--- src/rtl/shift_left_seq_if.sv ---
// Start/done handshake and result bus for the sequential left shifter.
// The master drives the request; the slave returns the result and the flags.
interface shift_left_seq_if #(
  parameter int unsigned WIDTH = 4,
  parameter int unsigned SHW   = 2
);
  logic             start;
  logic [WIDTH-1:0] a;
  logic [SHW-1:0]   b;
  logic [WIDTH-1:0] y;
  logic             N;
  logic             Z;
  logic             C;
  logic             V;
  logic             busy;
  logic             done;

  modport master (
    output start, a, b,
    input  y, N, Z, C, V, busy, done
  );

  modport slave (
    input  start, a, b,
    output y, N, Z, C, V, busy, done
  );
endinterface

--- src/rtl/shift_left_seq.sv ---
// Sequential logical shift-left, one bit per clock, with N/Z/C/V flags.
// Define SHIFT_LEFT_SEQ_ROTATE_EN to rotate left instead (V forced to 0).
module shift_left_seq #(
  parameter int unsigned WIDTH = 4,
  parameter int unsigned SHW   = 2
) (
  input  logic          clk,
  input  logic          rst,
  shift_left_seq_if.slave bus
);

  typedef enum logic [1:0] {
    S_IDLE  = 2'd0,
    S_SHIFT = 2'd1,
    S_DONE  = 2'd2
  } state_t;

  state_t           r_state;
  state_t           w_next;
  logic [WIDTH-1:0] r_y;
  logic [SHW-1:0]   r_cnt;
  logic             r_c;
  logic             r_v;

  logic             w_accept;
  logic             w_busy;
  logic             w_done;
  logic [WIDTH-1:0] w_step_y;
  logic             w_step_c;
  logic             w_step_v;

  always_ff @(posedge clk or posedge rst) begin
    if (rst) begin
      r_state <= S_IDLE;
    end else begin
      r_state <= w_next;
    end
  end

  always_comb begin
    w_next   = r_state;
    w_accept = 1'b0;
    w_busy   = 1'b0;
    w_done   = 1'b0;
    case (r_state)
      S_IDLE: begin
        if (bus.start) begin
          w_accept = 1'b1;
          w_next   = (bus.b == '0) ? S_DONE : S_SHIFT;
        end
      end
      S_SHIFT: begin
        w_busy = 1'b1;
        if (r_cnt == SHW'(1)) begin
          w_next = S_DONE;
        end
      end
      S_DONE: begin
        w_busy = 1'b1;
        w_done = 1'b1;
        w_next = S_IDLE;
      end
      default: begin
        w_next = S_IDLE;
      end
    endcase
  end

  // One step of the shifter; the MSB leaving the word always becomes C.
  always_comb begin
    w_step_c = r_y[WIDTH-1];
`ifdef SHIFT_LEFT_SEQ_ROTATE_EN
    w_step_y = {r_y[WIDTH-2:0], r_y[WIDTH-1]};
    w_step_v = 1'b0;
`else
    w_step_y = {r_y[WIDTH-2:0], 1'b0};
    w_step_v = r_v | (r_y[WIDTH-1] ^ r_y[WIDTH-2]);
`endif
  end

  always_ff @(posedge clk or posedge rst) begin
    if (rst) begin
      r_y   <= '0;
      r_cnt <= '0;
      r_c   <= 1'b0;
      r_v   <= 1'b0;
    end else if (w_accept) begin
      r_y   <= bus.a;
      r_cnt <= bus.b;
      r_c   <= 1'b0;
      r_v   <= 1'b0;
    end else if (r_state == S_SHIFT) begin
      r_y   <= w_step_y;
      r_cnt <= r_cnt - SHW'(1);
      r_c   <= w_step_c;
      r_v   <= w_step_v;
    end
  end

  assign bus.y    = r_y;
  assign bus.N    = r_y[WIDTH-1];
  assign bus.Z    = (r_y == '0);
  assign bus.C    = r_c;
  assign bus.V    = r_v;
  assign bus.busy = w_busy;
  assign bus.done = w_done;

endmodule

--- src/flat_wrapper.sv ---
// flat-port wrapper written by rule: the top's interface ports become plain ports
module shift_left_seq_flat 
#(
  parameter int unsigned WIDTH = 4,
  parameter int unsigned SHW   = 2
)
  (clk, rst, bus_start, bus_a, bus_b, bus_y, bus_N, bus_Z, bus_C, bus_V, bus_busy, bus_done);
  shift_left_seq_if #(.WIDTH(WIDTH), .SHW(SHW)) bus_i ();
  input  logic clk;
  input  logic rst;
  input wire logic [$bits(bus_i.start)-1:0] bus_start;
  input wire logic [$bits(bus_i.a)-1:0] bus_a;
  input wire logic [$bits(bus_i.b)-1:0] bus_b;
  output wire logic [$bits(bus_i.y)-1:0] bus_y;
  output wire logic [$bits(bus_i.N)-1:0] bus_N;
  output wire logic [$bits(bus_i.Z)-1:0] bus_Z;
  output wire logic [$bits(bus_i.C)-1:0] bus_C;
  output wire logic [$bits(bus_i.V)-1:0] bus_V;
  output wire logic [$bits(bus_i.busy)-1:0] bus_busy;
  output wire logic [$bits(bus_i.done)-1:0] bus_done;
  assign bus_i.start = bus_start;
  assign bus_i.a = bus_a;
  assign bus_i.b = bus_b;
  assign bus_y = bus_i.y;
  assign bus_N = bus_i.N;
  assign bus_Z = bus_i.Z;
  assign bus_C = bus_i.C;
  assign bus_V = bus_i.V;
  assign bus_busy = bus_i.busy;
  assign bus_done = bus_i.done;
  shift_left_seq #(.WIDTH(WIDTH), .SHW(SHW)) u_core (.clk(clk), .rst(rst), .bus(bus_i));
endmodule
--- config.mk ---
export PLATFORM = sky130hd
export DESIGN_NAME = shift_left_seq_flat
export DESIGN_NICKNAME = d
export VERILOG_FILES = /design/src/rtl/shift_left_seq_if.sv /design/src/rtl/shift_left_seq.sv /design/src/flat_wrapper.sv
export SDC_FILE = /design/constraint.sdc
export NUM_CORES = 1
export LEC_CHECK = 0
export BUFFER_PORTS_ARGS = -buffer_cell sky130_fd_sc_hd__buf_2
export CAP_MARGIN = 5
export CORE_MARGIN = 1
export CORE_UTILIZATION = 44
export DETAILED_ROUTE_END_ITERATION = 12
export PLACE_DENSITY_LB_ADDON = 0.1
export SLEW_MARGIN = 20
export SYNTH_ARGS = -nofsm -noshare
export SYNTH_HDL_FRONTEND = slang
export SYNTH_SLANG_ARGS = --single-unit
export TNS_END_PERCENT = 5
--- constraint.sdc ---
create_clock -name clk -period 1.4 [get_ports clk]
set_input_delay 0.14 -clock clk [delete_from_list [all_inputs] [get_ports clk]]
set_output_delay 0.14 -clock clk [all_outputs]
set_load 0.005 [all_outputs]
==> qor.txt, run 1 <==
Residual DRC = 0
Final Hold Slack = 0.07988 ns
worst hold path cell count = 3
Slew HR = 73.58%
Pwr Total = 1.454 mW
vias in the first global route = 431
Worst VDD drop = 0.001366 V
Post-Synth Adder-Cell Area = 13.07%
Period minus WS final = 1.339 ns
Synth Area in Simple Gates = 11.55%
Post-synth EDFFs = 0
most frequent cells in the layout = buf_2, dfrtp_1, nand2_1, inv_1, o21ai_0
synthesized net count = 73
P_sw = 544.8 uW
Port Buf Inserts = 18
synth warn = 0
CTS tree = done
Logic pwr share = 46.7%
WS Path Type = reg2out
Clock Sink Count = 10
grt total ovfl = 0
Cell Area, Synth = 574.3 sq um
Hold WC Path Type = in2reg
clk_skew = 0.006244 ns
Synth Instances = 58
CP max stage delay = 0.40 ns
Area Overhead vs Synth = 22.88%
drt first pass iters = 4
share of synthesized registers carrying an async set or reset = 100.0%
Root Buffer = clkbuf_4
Total GRT Usage = 18.27%
largest family of logic cells by synthesized area = adder cells
mux contribution to synthesized area = 8.715%
register area share after synthesis = 43.57%
initial core utilization = 49.68%
die area = 1454 sq um
Fin Setup TNS = 0 ns
Leak Pwr = 0.3645 nW
Critical Path Sink Type = output pin
type of origin of the critical path = flip-flop
Crit. path cell count = 4
final instance area = 705.7 sq um
Setup Viol. Count Final = 0
P_int = 908.7 uW
Final Max Slew Viols = 0
first-pass GRT wire length = 1773 um
WL/cell = 12.12 um
Placed Area = 651.9 sq um
critical path data required time = 1.26 ns
Max Buffers Root-to-Sink = 2
Routability Congestion = 0.6451
crit path cell chain = inv_1 > ha_1 > nor3b_2 > buf_2
Synth Flop Type = dfrtp_1
diode count = 0
DRT iter0 DRCs = 5
DP Wirelength = 812.5 um
R2R cell count = 4
DRT antenna net count = 0
worst-path fanout max = 5
Max Freq = 746.8 MHz
clk_lat worst skew = 0.26 ns
cell family with most CP delay = flip-flops
vias per cell = 4.902
# nets final = 94
Reg power frac = 36.0%
Worst Path Buf+Inv = 2
switching portion of total power = 37.48%
largest net degree at the start of global routing = 16
unrepaired setup endpoints after global routing = false
Worst-Margin Slew = 0.3959 ns
Top Ports = 19
Final Hold Viols = 0
clock transition at the registers of the reported paths = 0.07 ns
Synth Area in Compound Gates = 11.76%
htree depth = 1
most common cell after layout, fill and taps aside = buf_2
Slowest-stage cell, CP = dfrtp_1
CP arrival = 1.20 ns
share of total power in the clock network = 17.3%
status = finished, final reports clean
layout cells sized above 1 = 33.33%
post-layout util = 61.04%
Final Cycle Share = 95.65%
Num CTS Buffers = 3
Post-Synth XOR/XNOR Area = 1.525%
max-cap violation count = 0
antenna violations before repair = 0
post-synthesis register bit count = 10
Routed WL = 1115 um
Avg Cell Area, Syn = 9.902 sq um
core box area = 1156 sq um
Netlist cell types = 17
DR vias = 451
row count = 12
Die W = 38.13 um
die height = 38.13 um
PD cells = 2060 nW/um^2
cells by family after synthesis:
group	Yosys count
buffers and inverters	10
AND/OR/NAND/NOR	14
XOR/XNOR	1
AO/OA/AOI/OAI	12
multiplexers	5
flip-flops	10
adder cells (fa/ha/maj)	6
layout make-up:
class,count,area [sq um]
timing repair buffer,19,100.1
inverter,7,26.28
sequential,10,250.2
fill,104,450.4
multi-input combinational,38,275.3
clock buffer,4,36.28
tap,14,17.52
worst paths after layout:
kind,startpoint,endpoint,slack (ns)
setup / recovery,u_core.bus.y[3],bus_Z,0.06
hold / removal,bus_a[0],u_core.bus.y[0],0.08
setup reg to reg,u_core.r_state[1],u_core.r_cnt[1],0.14
hold reg to reg,u_core.bus.V,u_core.bus.V,0.50
max in group asynchronous,rst,u_core.r_cnt[0],0.72
min in group asynchronous,rst,u_core.bus.y[0],0.40
stage by stage:
stage / std cells / setup WS, ns
finish: 92 / 0.06093
global route: 92 / 0.005714
detailed placement: 87 / 0.06045
global placement: 87 / 0.08496
floorplan: 58 / 0.2480
CTS: 92 / 0.03374
cell usage after synthesis (2+ instances only):
library cell | number | area (sq um)
dfrtp_1 | 10 | 250.2
inv_1 | 7 | 26.28
nand2_1 | 7 | 26.28
ha_1 | 6 | 75.07
o21ai_0 | 6 | 30.03
mux2i_1 | 5 | 50.05
a21oi_1 | 3 | 15.01
nor2_1 | 3 | 11.26
buf_6 | 2 | 22.52
nand2b_1 | 2 | 12.51
tightest hold or removal path, stage by stage:
cell and delay [ns]:
buf_2 0.08, nand2_1 0.03, o21ai_0 0.06
sequential cells by signal (all words and copies together), names as in the netlist:
name	flops
u_core.bus.y	4
u_core.r_cnt	2
u_core.bus.C	1
u_core.bus.V	1
u_core.r_state	2
layer usage:
layer / vias to the layer above / track usage, % / share of wire [%]
met3: 0 / 8.721 / 6.0
met5: - / 0 / 0
li1: 228 / - / -
met1: 208 / 21.85 / 45
met4: 0 / 2.679 / 0
met2: 15 / 30.08 / 49
power groups by stage:
stage | sequential [mW] | combinational, mW | clock [mW]
finish | 0.523 | 0.679 | 0.252
global route | 0.537 | 0.784 | 0.274
CTS | 0.517 | 0.683 | 0.263
detailed placement | 0.520 | 0.674 | 0
global placement | 0.522 | 0.649 | 0
floorplan | 0.511 | 0.494 | 0
what timing repair did:
item	4_1_cts	5_1_grt
setup buffers	0	0
hold buffers	1	0
endpoints found under the hold margin	10	0
endpoints found under the setup margin	0	4
gates resized for setup	0	2
(Power assumes the default switching activity.)
==> inputs of run 2 (changes only) <==
==> constraint.sdc (replaced) <==
create_clock -name clk -period 1.48 [get_ports clk]
set_input_delay 0.148 -clock clk [delete_from_list [all_inputs] [get_ports clk]]
set_output_delay 0.148 -clock clk [all_outputs]
set_load 0.005 [all_outputs]
==> qor.txt, run 2 (synthesis results as in run 1) <==
status = finished, final reports clean
Post-Layout Cell Count = 92 (unchanged)
Largest register FFs = 4 (unchanged)
clock transition at the registers of the reported paths = 0.07 ns (about the same)
most common cell after layout, fill and taps aside = buf_2
Final Cycle Share = 89.65%
Routed WL = 1080 um (-3.1%)
Max Freq = 753.7 MHz
Period minus WS final = 1.327 ns
Worst-Margin Slew = 0.3966 ns (+0.0006474 ns)
WS Path Type = reg2out
Max Buffers Root-to-Sink = 2 (unchanged)
# nets final = 94 (unchanged)
Final Hold Slack = 0.08195 ns (+0.002069 ns)
Placed Area = 651.9 sq um (unchanged)
Area Overhead vs Synth = 22.00%
Critical Path Source = u_core.bus.y[3]
drt first pass iters = 4 (unchanged)
placed cells = 87 (unchanged)
Fin Setup TNS = 0 ns (unchanged)
WL/cell = 11.74 um (-3.1%)
Final Hold Viols = 0 (unchanged)
Setup Viol. Count Final = 0 (unchanged)
worst-path fanout max = 5 (unchanged)
core box area = 1156 sq um (unchanged)
antenna violations before repair = 0 (unchanged)
Root Buffer = clkbuf_4
final instance area = 700.7 sq um (-0.71%)
first-pass GRT wire length = 1869 um (+5.4%)
max-cap violation count = 0 (unchanged)
clk_lat worst skew = 0.27 ns (about the same)
Residual DRC = 0 (unchanged)
type of origin of the critical path = flip-flop
vias in the first global route = 433 (+0.46%)
layout cells sized above 1 = 32.05% (-1.3 points)
most frequent cells in the layout = buf_2, dfrtp_1, nand2_1, inv_1, o21ai_0
Num CTS Buffers = 3 (unchanged)
Critical R2R Launch = u_core.r_state[1]
CP arrival = 1.18 ns (-0.02 ns)
Worst VDD drop = 0.001024 V (-25%)
grt total ovfl = 0 (unchanged)
critical path data required time = 1.33 ns (+0.07 ns)
Fillers = 104 (unchanged)
Clock Sink Count = 10 (unchanged)
Post-Place Setup Slack = 0.09913 ns (+0.03868 ns)
die area = 1454 sq um (unchanged)
Hold WC Path Type = in2reg
die height = 38.13 um (unchanged)
unrepaired setup endpoints after global routing = false
crit path to = bus_Z
htree depth = 1 (unchanged)
DP Wirelength = 787.8 um (-3.0%)
clk_skew = 0.003242 ns (-0.003002 ns)
Total GRT Usage = 20.27% (+2.0 points)
Leak Pwr = 0.3622 nW (-0.64%)
Critical Path Sink Type = output pin
Routability Congestion = 0.6966 (+8.0%)
R2R cell count = 4 (unchanged)
Port Buf Inserts = 18 (unchanged)
Die W = 38.13 um (unchanged)
DR vias = 449 (-0.44%)
vias per cell = 4.880 (-0.44%)
FF-to-FF End = u_core.bus.y[1]
R2R Setup Slk = 0.20 ns (+0.06 ns)
Top Ports = 19 (unchanged)
post-layout util = 60.61% (-0.43 points)
CTS tree = done
largest net degree at the start of global routing = 16 (unchanged)
initial core utilization = 49.68% (unchanged)
Pwr Total = 1.372 mW (-5.6%)
final setup margin = 0.1532 ns (+0.09232 ns)
diode count = 0 (unchanged)
DRT antenna net count = 0 (unchanged)
PD cells = 1957 nW/um^2 (-5.0%)
DRT iter0 DRCs = 10 (+5)
Final Max Slew Viols = 0 (unchanged)
row count = 12 (unchanged)
Slew HR = 73.53% (about the same)
run 2: worst min path at each step:
stage	startpoint	end	slack, ns	cells past startpoint
after floorplan	rst	u_core.bus.C	-0.01	1
after global placement	rst	u_core.r_state[1]	0.15	2
after detailed placement	rst	u_core.bus.y[0]	0.15	2
after CTS	bus_a[0]	u_core.bus.y[0]	0.07	3
after global routing	bus_a[0]	u_core.bus.y[0]	0.08	3
final	bus_a[0]	u_core.bus.y[0]	0.08	3
run 2: routing by layer:
layer / wire [um] / GRT usage [%]
met4: 10 / 10.71
met5: 0 / 0
met2: 485 / 31.36
met1: 508 / 22.30
met3: 76 / 10.47
run 2: where the power goes:
group          total, mW  switching, mW  internal [mW]
Sequential         0.492         0.0998          0.393
Combinational      0.625          0.316          0.309
Clock              0.254          0.104          0.149
Total               1.37          0.521          0.851
run 2: layout make-up:
type	instances	area (sq um)	area share [%]
multi-input cells	38	270.3	38.57
well taps	14	17.52	2.500
flip-flops and latches	10	250.2	35.71
repair buffers	19	100.1	14.29
clock buffers	4	36.28	5.179
inverters	7	26.28	3.750
run 2: worst max-delay path, cell delays in order (launching register included):
cell	delay, ns
dfrtp_1	0.41
inv_1	0.07
ha_1	0.13
nor3b_1	0.16
buf_2	0.14
run 2: what timing repair did:
action,in CTS,in global routing
hold endpoints to repair,10,0
buffers inserted,0,0
hold buffers,1,0
resized for setup,0,1
setup endpoints to repair,0,2
